**config.mk**
```make
export PLATFORM = sky130hd
export DESIGN_NAME = clk_div_bank
export DESIGN_NICKNAME = d
export VERILOG_FILES = /design/src/rtl/clk_div_bank.sv
export SDC_FILE = /design/constraint.sdc
export NUM_CORES = 1
export LEC_CHECK = 0
export ABC_AREA = 1
export BUFFER_PORTS_ARGS = -buffer_cell sky130_fd_sc_hd__buf_2
export CORE_MARGIN = 4
export CORE_UTILIZATION = 23
export DETAILED_ROUTE_END_ITERATION = 8
export PLACE_DENSITY = 0.39
export REMOVE_ABC_BUFFERS = 1
export SLEW_MARGIN = 20
export SYNTH_ARGS = -nofsm -noshare
export SYNTH_HDL_FRONTEND = slang
export SYNTH_SLANG_ARGS = --single-unit
```
**constraint.sdc**
```tcl
create_clock -name in_clk -period 15.2 [get_ports in_clk]
set_input_delay 0.76 -clock in_clk [delete_from_list [all_inputs] [get_ports in_clk]]
set_output_delay 0.76 -clock in_clk [all_outputs]
set_load 0.005 [all_outputs]
```
**src/rtl/clk_div_bank.sv**
```systemverilog
// Multi-channel programmable clock divider with square/pulse outputs, per-channel enable,
// common phase-align and a channel-0 period counter used as the game time base.
module clk_div_bank #(
  parameter int unsigned CNT_W    = 32,
  parameter int unsigned N_CH     = 4,
  parameter int unsigned DIV_INIT = 499999
) (
  input  logic              in_clk,
  input  logic              rst,
  input  logic [N_CH-1:0]   en,
  input  logic [N_CH-1:0]   mode,
  input  logic              sync,
  input  logic              div_load,
  input  logic [2:0]        div_ch,
  input  logic [CNT_W-1:0]  div_val,
  output logic [N_CH-1:0]   out_clk,
  output logic [N_CH-1:0]   tick,
  output logic [15:0]       time_cnt
);

  localparam logic [CNT_W-1:0] DivInit = CNT_W'(DIV_INIT);

  logic [N_CH-1:0] period_done;
  logic [15:0]     time_cnt_q, time_cnt_d;

  for (genvar i = 0; i < N_CH; i++) begin : g_ch
    logic [CNT_W-1:0] count_q, count_d;
    logic [CNT_W-1:0] act_q, act_d;
    logic [CNT_W-1:0] shd_q, shd_d;
    logic             out_q, out_d;
    logic             tick_q, tick_d;
    logic             load_hit;
    logic             wrap;

    always_comb begin
      load_hit = div_load && (div_ch == 3'(i));
      wrap     = en[i] && (count_q == act_q);
      shd_d    = load_hit ? div_val : shd_q;
      count_d  = count_q;
      act_d    = act_q;
      out_d    = out_q;
      tick_d   = 1'b0;

      // A load landing on a ratio boundary (disabled, wrap or sync) bypasses the shadow.
      if (load_hit && (!en[i] || wrap || sync)) begin
        act_d = div_val;
      end else if (wrap || sync) begin
        act_d = shd_q;
      end

      if (sync) begin
        count_d = '0;
        out_d   = 1'b0;
      end else if (en[i]) begin
        count_d = wrap ? '0 : count_q + CNT_W'(1);
        tick_d  = wrap;
        out_d   = mode[i] ? wrap : (out_q ^ wrap);
      end else if (mode[i]) begin
        out_d = 1'b0;
      end
    end

    always_ff @(posedge in_clk or posedge rst) begin
      if (rst) begin
        count_q <= '0;
        act_q   <= DivInit;
        shd_q   <= DivInit;
        out_q   <= 1'b0;
        tick_q  <= 1'b0;
      end else begin
        count_q <= count_d;
        act_q   <= act_d;
        shd_q   <= shd_d;
        out_q   <= out_d;
        tick_q  <= tick_d;
      end
    end

    // A full period ends on the falling toggle (square) or on every wrap (pulse).
    assign period_done[i] = !sync && wrap && (mode[i] || out_q);
    assign out_clk[i]     = out_q;
    assign tick[i]        = tick_q;
  end

  always_comb begin
    time_cnt_d = time_cnt_q;
    if (period_done[0]) begin
      time_cnt_d = time_cnt_q + 16'd1;
    end
  end

  always_ff @(posedge in_clk or posedge rst) begin
    if (rst) begin
      time_cnt_q <= 16'hFFFF;
    end else begin
      time_cnt_q <= time_cnt_d;
    end
  end

  assign time_cnt = time_cnt_q;

endmodule

```
==> results of run 1 <==
[metal layers]
layer	share of wire, %	global-route usage [%]	vias to the layer above
met5	0	0	-
met4	2.3	3.79	0
met3	3.2	1.88	96
met2	46	24.0	283
met1	48	20.0	8748
li1	-	-	9419
[per-stage QoR]
| step | hold slack, ns | power (uW) | setup slack (ns) | cell area, um^2 |
|---|---|---|---|---|
| after floorplan | 0.453 | 1640 | 3.26 | 21800 |
| after global placement | 0.468 | 1800 | 11.74 | 24000 |
| after detailed placement | 0.465 | 1800 | 11.69 | 24000 |
| after CTS | 0.278 | 3120 | 12.03 | 25700 |
| after global routing | 0.311 | 3240 | 11.83 | 25700 |
| final | 0.275 | 3060 | 12.15 | 25800 |
[registers in the layout, indices dropped and copies added, names as in the netlist]
| signal | count |
|---|---|
| g_ch.shd_q | 128 |
| g_ch.act_q | 128 |
| g_ch.count_q | 128 |
| g_ch.out_q | 4 |
| time_cnt | 16 |
| g_ch.tick_q | 4 |
[report_power, final]
part           switching (uW)  internal [uW]  total (uW)
clock network             531            756        1290
registers                82.2           1260        1350
logic                     278            149         426
total                     891           2170        3060
[cells by family (layout without fill, tap and decap cells)]
logic type / count (synthesis) / after routing / synth area share (%)
other: 0 / 2 / 0
flip-flops: 408 / 408 / 45.8
buffers and inverters: 497 / 554 / 9.57
adder cells (fa/ha/maj): 5 / 5 / 0.277
AO/OA/AOI/OAI: 302 / 302 / 7.44
AND/OR/NAND/NOR: 1581 / 1581 / 30.3
XOR/XNOR: 173 / 173 / 6.71
[final cells by class]
| cell class | count | area [um^2] |
|---|---|---|
| flip-flops and latches | 408 | 10300 |
| clock buffers | 70 | 1480 |
| clock inverters | 29 | 285 |
| well taps | 1276 | 1600 |
| fillers | 10728 | 71400 |
| diodes | 2 | 5.00 |
| multi-input cells | 2061 | 10100 |
| inverters | 358 | 1350 |
| repair buffers | 97 | 566 |
[worst paths after layout]
| kind | from | endpoint | slack [ns] | cells after the start |
|---|---|---|---|---|
| worst max register to register | g_ch[3].act_q[0]$_DFFE_PP1P_ | g_ch[3].act_q[8]$_DFFE_PP1P_ | 12.15 | 12 |
| worst min-delay path | rst | g_ch[0].shd_q[6]$_DFFE_PP0P_ | 0.27 | 2 |
| max in group asynchronous | rst | g_ch[0].shd_q[26]$_DFFE_PP0P_ | 12.81 | 4 |
| worst min register to register | g_ch[2].act_q[17]$_DFFE_PP1P_ | g_ch[2].act_q[17]$_DFFE_PP1P_ | 0.47 | 2 |
| worst max-delay path | g_ch[3].act_q[0]$_DFFE_PP1P_ | g_ch[3].act_q[8]$_DFFE_PP1P_ | 12.15 | 12 |
| min in group in_clk | div_val[3] | g_ch[0].shd_q[3]$_DFFE_PP1P_ | 0.45 | 3 |
[cell usage in the layout (no fill, tap or decap), drive strengths merged, types with 4 or more instances in the layout]
| cell | netlist | final |
|---|---|---|
| nand3 | 320 | 320 |
| dfstp | 104 | 104 |
| dfrtp | 304 | 304 |
| ha | 5 | 5 |
| o22ai | 54 | 54 |
| clkinv | 3 | 20 |
| nor3b | 5 | 5 |
| nand3b | 7 | 7 |
| nand2 | 966 | 966 |
| buf | 95 | 97 |
| xnor2 | 110 | 110 |
| nor4 | 6 | 6 |
| clkinvlp | 0 | 4 |
| clkbuf | 44 | 70 |
| o21ai | 204 | 204 |
| bufinv | 0 | 4 |
| a21oi | 27 | 27 |
| a31oi | 4 | 4 |
| nor3 | 62 | 62 |
| inv | 355 | 359 |
| nor2 | 175 | 175 |
| xor2 | 63 | 63 |
| nand4 | 32 | 32 |
==> run_results.csv, run 1 <==
group,metric,value,unit
drt,drc,0,
worst_setup_path,critPathTopFamily,"simple AND/OR/NAND/NOR gates",
clocking,hold_buffers,0,
global_route,antenna_found_initial,3,
clocking,ctsResizeCount,0,
floorplan,ios,71,
placement,buffer_ports.inserted,70,
floorplan,dieArea,103000,um^2
finish,utilization,26.5,%
drt,viasPerCell,4.31,
synth,avgSynthCellArea,7.62,um^2
worst_setup_path,crit_path_end_kind,"flop",
hold_path,min_path_type,"in2async",
synth,ys_ff_latch,408,
worst_setup_path,cp.arrival,3.61,ns
timing,finalSetupViolations,0,
synth,synth_most_common_cell,"nand2_1",
timing,slew_headroom,38.3,%
worst_setup_path,cpMaxStageDelayCell,"nand2_2",
timing,period_needed,3.05,ns
floorplan,die_width,321,um
clocking,cts_buffer_depth,3,
synth,synthFlopType,"dfrtp_1",
drt,detail-route-antenna-nets,0,
finish,final_cells,4301,
worst_setup_path,cp.required,15.76,ns
drt,drtIter0Drc,1069,
drt,wl_per_cell,17.4,um
timing,fin_skew,0.0246,ns
timing,tightest_slew,0.922,ns
timing,rsz0062_at_grt,"no",
synth,yosysSeqAreaShare,45.8,%
floorplan,initial_core_util,23.3,%
synth,post-synth-top-area-cell,"dfrtp_1",
timing,maxSlewViolCount,0,
floorplan,num_rows,114,
timing,max_freq,0.328,GHz
finish,syn2layout_area_growth,14.0,%
clocking,htree_num_levels,2,
clocking,insertion_delay,0.62,ns
synth,synth_edf_count,0,
global_route,grt_remaining_overflow,0,
clocking,post_cts_buffers,0,
synth,netlist_top_cells_count,"943 x nand2_1, 347 x inv_1, 316 x nand3_1",
clocking,cts_tree,"built",
worst_setup_path,critical_path_class,"reg2reg",
finish,drive_gt1_share,12.5,%
drt,dr.pass1.iters,5,
clocking,clkTransAtPathRegs,0.06,ns
clocking,cts_sinks,408,
floorplan,fp.coreArea,97100,um^2
power,power_density,119,nW/um^2
synth,netlist_instances,2966,
timing,fin_setup_tns,0,ns
synth,yosysWarningCount,0,
synth,synth_top_area_share,33.7,%
timing,period_share,20.1,%
synth,synth_area_leaders,"dfrtp_1 34%, nand2_1 16%, dfstp_2 12%",
global_route,track_usage,14.5,%
global_route,grt_pass1_wl,116000,um
global_route,grt_max_degree,140,
clocking,cts_buffers,53,
worst_setup_path,max_stage_delay,0.61,ns
placement,gp_congestion,0.761,
global_route,grt_pass1_vias,18640,
timing,hold_viol,0,
synth,synthArstFlopShare,100,%
drt,vias,18546,
placement,dpl.cell_count,4200,
worst_setup_path,crit_fanout,53,
finish,final_nets,3031,
outcome,outcome,"finished, final reports clean",
power,vdd_ir_drop_max,0.0899,mV
synth,synth_cell_type_count,50,
worst_setup_path,start_kind,"flop",
worst_setup_path,critPathBufInv,1,
synth,synth_area,22600,um^2
floorplan,die_height,321,um
power,p_leak,0.0113,uW
worst_setup_path,crit_top_cell,"nand2_1",
clocking,cts-root-buf,"clkbuf_16",
drt,wirelength,74800,um
job,maxCapViolCount,0,
placement,hpwl,51800,um
worst_setup_path,crit_path_cell_trace,"xnor2_1 -> nand2_1 -> nor2_1 -> nand2_1 -> nor2_1 -> nand2_1 -> nand2_4 -> buf_4 -> nand2_2 -> nand2_1 -> nand3_1 -> nand2_1",
Note: power is estimated with default switching activity, not from simulation.
==> run 2: changes to the inputs <==
==> constraint.sdc (replaced) <==
create_clock -name in_clk -period 2.96 [get_ports in_clk]
set_input_delay 0.148 -clock in_clk [delete_from_list [all_inputs] [get_ports in_clk]]
set_output_delay 0.148 -clock in_clk [all_outputs]
set_load 0.005 [all_outputs]
==> run_results.csv, run 2 (synthesized netlist as in run 1, its figures left out) <==
group,metric,value,unit
outcome,outcome,"finished, final reports clean",
power,p_int,11600,uW
finish,final_common_cell,"nand2_1",
worst_setup_path,r2r_start,"g_ch[0].count_q[29]$_DFFE_PP0P_",
timing,maxSlewViolCount,0,
finish,final_nets,3089,
global_route,grt_pass1_vias,18663,
finish,drive_gt1_share,12.8,%
worst_setup_path,crit_path_end_kind,"flop",
finish,area.sequential,10300,um^2
clocking,post_cts_buffers,0,
clocking,cts_buffer_depth,3,
drt,detail-route-antenna-nets,0,
clocking,ctsResizeCount,0,
finish,final_cell_mix,"942 x nand2_1, 346 x inv_1, 316 x nand3_1",
worst_setup_path,cp.arrival,2.88,ns
timing,hold_viol,0,
finish,multi_input_area,10100,um^2
finish,syn2layout_area_growth,17.4,%
hold_path,holdPathStages,4,
power,pwr-share-comb,14.0,%
placement,buffer_ports.inserted,70,
power,power_density,609,nW/um^2
power,p_sw_share,28.1,%
worst_setup_path,cp.required,3.44,ns
worst_setup_path,crit_path_cell_trace,"inv_1 -> nand2_1 -> nand2_1 -> nand2_1 -> nor2_1 -> nand2_1 -> nor2_2 -> nand2_4 -> nand2_8 -> nand2_4 -> clkinv_2 -> nand3_1 -> nand2_1",
worst_setup_path,start_kind,"flop",
worst_setup_path,max_stage_delay,0.50,ns
global_route,track_usage,14.4,%
floorplan,dieArea,103000,um^2
drt,viasPerCell,4.33,
finish,final.fill_count,10711,
global_route,grt_pass1_wl,116000,um
floorplan,die_height,321,um
clocking,cts-root-buf,"clkbuf_16",
timing,max_freq,0.416,GHz
placement,hpwl,53000,um
drt,drtIter0Drc,1266,
floorplan,num_rows,114,
worst_setup_path,crit_top_cell,"nand2_1",
timing,period_share,81.3,%
clocking,cts_buffers,53,
clocking,clkTransAtPathRegs,0.06,ns
drt,dr.pass1.iters,7,
global_route,grt_remaining_overflow,0,
drt,drc,0,
power,pwr-share-clk,43.3,%
hold_path,min_path_type,"in2reg",
power,p_leak,0.0116,uW
timing,fin_skew,0.0338,ns
placement,gp_congestion,0.828,
hold_path,min_to,"g_ch[0].count_q[14]$_DFFE_PP0P_",
clocking,insertion_delay,0.62,ns
drt,wl_per_cell,17.0,um
floorplan,ios,71,
worst_setup_path,critical_path_class,"reg2reg",
floorplan,initial_core_util,23.3,%
worst_setup_path,r2r_end,"g_ch[0].act_q[22]$_DFFE_PP0P_",
placement,place_ws,0.520,ns
timing,period_needed,2.41,ns
worst_setup_path,ff2ff_path_depth,13,
timing,fin_setup_tns,0,ns
power,seq_power_share,42.7,%
finish,largestRegisters,"g_ch.act_q x128, g_ch.count_q x128, g_ch.shd_q x128",
global_route,grt_max_degree,96,
worst_setup_path,cpMaxStageDelayCell,"dfrtp_1",
timing,setup_ws,0.555,ns
timing,rsz0062_at_grt,"no",
clocking,htree_num_levels,2,
timing,tightest_slew,0.849,ns
global_route,antenna_found_initial,3,
clocking,cts_sinks,408,
drt,wirelength,74100,um
hold_path,hp-start,"en[0]",
power,vdd_ir_drop_max,0.461,mV
floorplan,die_width,321,um
power,p_sw,4550,uW
drt,vias,18878,
timing,finalSetupViolations,0,
clocking,cts_tree,"built",
job,maxCapViolCount,0,
floorplan,fp.coreArea,97100,um^2
worst_setup_path,crit_fanout,32,
timing,slew_headroom,43.2,%
worst_setup_path,worst-r2r-setup-slack,0.55,ns
-- run 2: cell count changes in the layout (fill, tap and decap cells not counted), sizes merged --
cell         change
buf             +16
bufinv           +3
clkbuf           +6
clkinv           -6
clkinvlp         -2
diode            -1
dlygate4sd3     +42
inv              -2
-- run 2: worst max path at each step --
stage	start	to	slack (ns)	cells past startpoint
finish	g_ch[0].count_q[29]$_DFFE_PP0P_	g_ch[0].act_q[22]$_DFFE_PP0P_	0.55	13
global route	g_ch[1].act_q[4]$_DFFE_PP1P_	g_ch[1].count_q[18]$_DFFE_PP0P_	0.29	13
CTS	g_ch[0].act_q[16]$_DFFE_PP1P_	g_ch[0].act_q[22]$_DFFE_PP0P_	0.50	11
detailed placement	g_ch[0].count_q[20]$_DFFE_PP0P_	g_ch[0].act_q[13]$_DFFE_PP1P_	0.52	11
global placement	g_ch[0].count_q[20]$_DFFE_PP0P_	g_ch[0].act_q[13]$_DFFE_PP1P_	0.54	11
floorplan	rst	g_ch[0].act_q[10]$_DFFE_PP0P_	-8.37	1
-- run 2: repair_timing --
action	4_1_cts	5_1_grt
hold endpoints to repair	191	0
hold buffers	42	0
endpoints found under the setup margin	0	0
-- run 2: final cells by class --
cell class / count / share of cell area, %
timing repair buffer: 155 / 4.64
clock buffer: 76 / 5.93
sequential: 408 / 39.0
multi-input combinational: 2061 / 38.1
inverter: 358 / 5.10
tap: 1276 / 6.02
clock inverter: 22 / 1.21
antenna: 1 / 0.00943
-- run 2: per-stage QoR --
stage               instances  hold slack [ns]  total power (uW)  instance area, um^2  util [%]
global route             4356           0.0411             17100                26500      27.3
floorplan                2827            0.233              8400                21800         -
finish                   4357           0.0394             16200                26500      27.3
global placement         4216            0.236              9250                24200      24.9
CTS                      4356           0.0122             16500                26500      27.3
detailed placement       4216            0.240              9270                24200      24.9
-- run 2: per-layer routing --
layer	up-vias	routed length, um	GRT usage, %
met3	100	2670	1.90
li1	9530	-	-
met5	-	26	0
met2	300	33300	22.9
met4	4	1840	3.74
met1	8944	36300	20.6
-- run 2: worst max-delay path: cells and delay by family, from the launching register on --
| kind | cells | cell delay (ns) |
|---|---|---|
| AND/OR/NAND/NOR | 11 | 1.25 |
| flip-flops | 1 | 0.50 |
| buffers and inverters | 2 | 0.48 |
-- run 2: power by group through the flow --
stage	clock (uW)	sequential [uW]	combinational (uW)
after floorplan	0	6870	1530
after global placement	0	7000	2250
after detailed placement	0	7000	2270
after CTS	7280	6920	2320
after global routing	7490	6990	2630
final	7000	6900	2270
==> run 3: changes to the inputs <==
--- a/config.mk
+++ b/config.mk
@@ -10,7 +10,7 @@
 export CORE_MARGIN = 4
 export CORE_UTILIZATION = 23
 export DETAILED_ROUTE_END_ITERATION = 8
-export PLACE_DENSITY = 0.39
+export PLACE_DENSITY = 0.4
 export REMOVE_ABC_BUFFERS = 1
 export SLEW_MARGIN = 20
 export SYNTH_ARGS = -nofsm -noshare
==> constraint.sdc (replaced) <==
create_clock -name in_clk -period 1.9 [get_ports in_clk]
set_input_delay 0.095 -clock in_clk [delete_from_list [all_inputs] [get_ports in_clk]]
set_output_delay 0.095 -clock in_clk [all_outputs]
set_load 0.005 [all_outputs]
==> run_results.csv, run 3 (synthesized netlist as in run 1, its figures left out) <==
group,metric,value,unit
clocking,htree_num_levels,2,
drt,dr.pass1.iters,5,
power,pwr-share-comb,17.8,%
clocking,cts-root-buf,"clkbuf_16",
finish,largestRegisters,"g_ch.act_q x128, g_ch.count_q x128, g_ch.shd_q x128",
worst_setup_path,critPathTopFamily,"simple AND/OR/NAND/NOR gates",
worst_setup_path,ff2ff_path_depth,14,
placement,gp_congestion,0.824,
finish,final.fill_count,10375,
global_route,grt_max_degree,76,
global_route,grt_remaining_overflow,0,
timing,max_freq,0.503,GHz
clocking,clkTransAtPathRegs,0.06,ns
worst_setup_path,start_kind,"flop",
timing,finalSetupViolations,129,
power,p_int,18200,uW
worst_setup_path,critical_path_class,"reg2reg",
hold_path,hp-start,"en[0]",
worst_setup_path,cp.arrival,2.56,ns
hold_path,holdPathStages,4,
finish,final_common_cell,"nand2_1",
timing,setup_ws,-0.0894,ns
outcome,violations,"negative setup slack",
worst_setup_path,crit_top_cell,"nand2_1",
worst_setup_path,critPathBufInv,3,
drt,drc,0,
finish,final_nets,3413,
power,p_sw_share,29.6,%
finish,stdcell_area,31400,um^2
clocking,insertion_delay,0.63,ns
global_route,grt_pass1_wl,125000,um
finish,drive_gt1_share,28.9,%
placement,hpwl,58100,um
timing,hold_viol,0,
floorplan,die_height,321,um
global_route,antenna_found_initial,1,
outcome,outcome,"finished with violations",
power,power,25800,uW
worst_setup_path,crit_fanout,6,
placement,buffer_ports.inserted,70,
floorplan,fp.coreArea,97100,um^2
clocking,cts_sinks,408,
floorplan,num_rows,114,
finish,syn2layout_area_growth,39.0,%
floorplan,initial_core_util,23.3,%
finish,final_cell_mix,"861 x nand2_1, 343 x inv_1, 300 x dfrtp_1",
worst_setup_path,cpMaxStageDelayCell,"dfrtp_1",
power,seq_power_share,42.0,%
global_route,track_usage,15.5,%
power,p_leak,0.0139,uW
drt,vias,20332,
power,vdd_ir_drop_max,0.707,mV
finish,final_cells,4682,
drt,wirelength,83100,um
finish,utilization,32.3,%
power,pwr-share-clk,40.2,%
hold_path,min_to,"g_ch[0].out_q$_DFFE_PP0P_",
floorplan,die_width,321,um
worst_setup_path,worst-r2r-setup-slack,-0.09,ns
drt,wl_per_cell,17.8,um
timing,slew_headroom,60.0,%
hold_path,min_path_type,"in2reg",
worst_setup_path,crit_path_cell_trace,"buf_4 -> xnor2_1 -> nand2_1 -> nor2_1 -> nand2_1 -> nor2_2 -> nand2_2 -> nand2_4 -> nand2_8 -> buf_12 -> clkbuf_16 -> nand2_1 -> nand3_2 -> nand2_1",
timing,fin_skew,0.0282,ns
timing,period_share,105,%
job,maxCapViolCount,0,
worst_setup_path,r2r_start,"g_ch[2].count_q[1]$_DFFE_PP0P_",
worst_setup_path,r2r_end,"g_ch[2].act_q[8]$_DFFE_PP1P_",
timing,maxSlewViolCount,0,
placement,place_area,26400,um^2
worst_setup_path,cp.required,2.47,ns
clocking,cts_buffer_depth,3,
worst_setup_path,crit_path_end_kind,"flop",
placement,dpl.cell_count,4474,
drt,drtIter0Drc,1159,
timing,rsz0062_at_grt,"yes",
floorplan,ios,71,
timing,period_needed,1.99,ns
power,p_sw,7630,uW
power,power_density,821,nW/um^2
worst_setup_path,max_stage_delay,0.42,ns
timing,tightest_slew,0.600,ns
clocking,cts_tree,"built",
drt,detail-route-antenna-nets,0,
global_route,grt_pass1_vias,20144,
drt,viasPerCell,4.34,
clocking,cts_buffers,54,
floorplan,dieArea,103000,um^2
==> run 3: how the worst max path moves through the flow <==
stage | from | end | depth (start not counted)
global placement | g_ch[1].count_q[22]$_DFFE_PP0P_ | g_ch[1].act_q[9]$_DFFE_PP0P_ | 13
global route | g_ch[0].act_q[18]$_DFFE_PP1P_ | g_ch[0].act_q[9]$_DFFE_PP0P_ | 13
floorplan | rst | g_ch[0].act_q[10]$_DFFE_PP0P_ | 1
finish | g_ch[2].count_q[1]$_DFFE_PP0P_ | g_ch[2].act_q[8]$_DFFE_PP1P_ | 14
CTS | g_ch[1].act_q[15]$_DFFE_PP1P_ | g_ch[1].act_q[31]$_DFFE_PP0P_ | 13
detailed placement | g_ch[1].act_q[20]$_DFFE_PP0P_ | g_ch[1].act_q[9]$_DFFE_PP0P_ | 12
==> run 3: per-stage QoR <==
| step | setup slack, ns | hold slack [ns] | TNS [ns] |
|---|---|---|---|
| after floorplan | -9.37 | 0.180 | -3902.13 |
| after CTS | -0.0844 | 0.000729 | -5.50 |
| after detailed placement | -0.335 | 0.0901 | -22.63 |
| final | -0.0894 | 0.0513 | -3.91 |
| after global routing | -0.203 | 0.0373 | -29.29 |
| after global placement | -0.336 | 0.0917 | -21.03 |
==> run 3: final cells by class <==
cell class | count | area (um^2) | area share (%)
Clock inverter | 18 | 185 | 0.589
Clock buffer | 82 | 1590 | 5.05
Antenna cell | 1 | 2.50 | 0.00797
Tap cell | 1276 | 1600 | 5.08
Inverter | 358 | 1400 | 4.46
Timing Repair Buffer | 473 | 4610 | 14.7
Sequential cell | 408 | 10300 | 32.9
Multi-Input combinational cell | 2066 | 11700 | 37.2
==> run 3: per-layer routing <==
| metal | GRT usage (%) | part of all wire (%) | routed length [um] | up-vias |
|---|---|---|---|---|
| met5 | 0 | 0 | 0 | - |
| met4 | 4.48 | 2.5 | 2040 | 0 |
| met3 | 1.79 | 3.0 | 2500 | 100 |
| met2 | 25.9 | 48 | 40000 | 303 |
| met1 | 21.3 | 46 | 38600 | 9719 |
| li1 | - | - | - | 10210 |
==> run 3: power by group through the flow <==
stage | Clock, uW | Combinational, uW | Sequential (uW)
floorplan | 0 | 2390 | 10700
global placement | 0 | 3750 | 11000
detailed placement | 0 | 3750 | 11000
CTS | 10700 | 4080 | 10800
global route | 11100 | 5130 | 11000
finish | 10400 | 4590 | 10800
==> run 3: timing repair <==
item	in CTS	in global routing
cloned	9	20
endpoints found under the setup margin	227	268
hold buffers	41	0
hold endpoints to repair	470	0
buffers inserted	18	28
resized for setup	128	325
pin swaps	16	106
==> run 3: worst reg2reg max path: cells and delay by family, from the launching register on <==
kind,cells,cell delay [ns]
AND/OR/NAND/NOR,10,0.90
buffers and inverters,3,0.46
XOR/XNOR,1,0.13
flip-flops,1,0.42
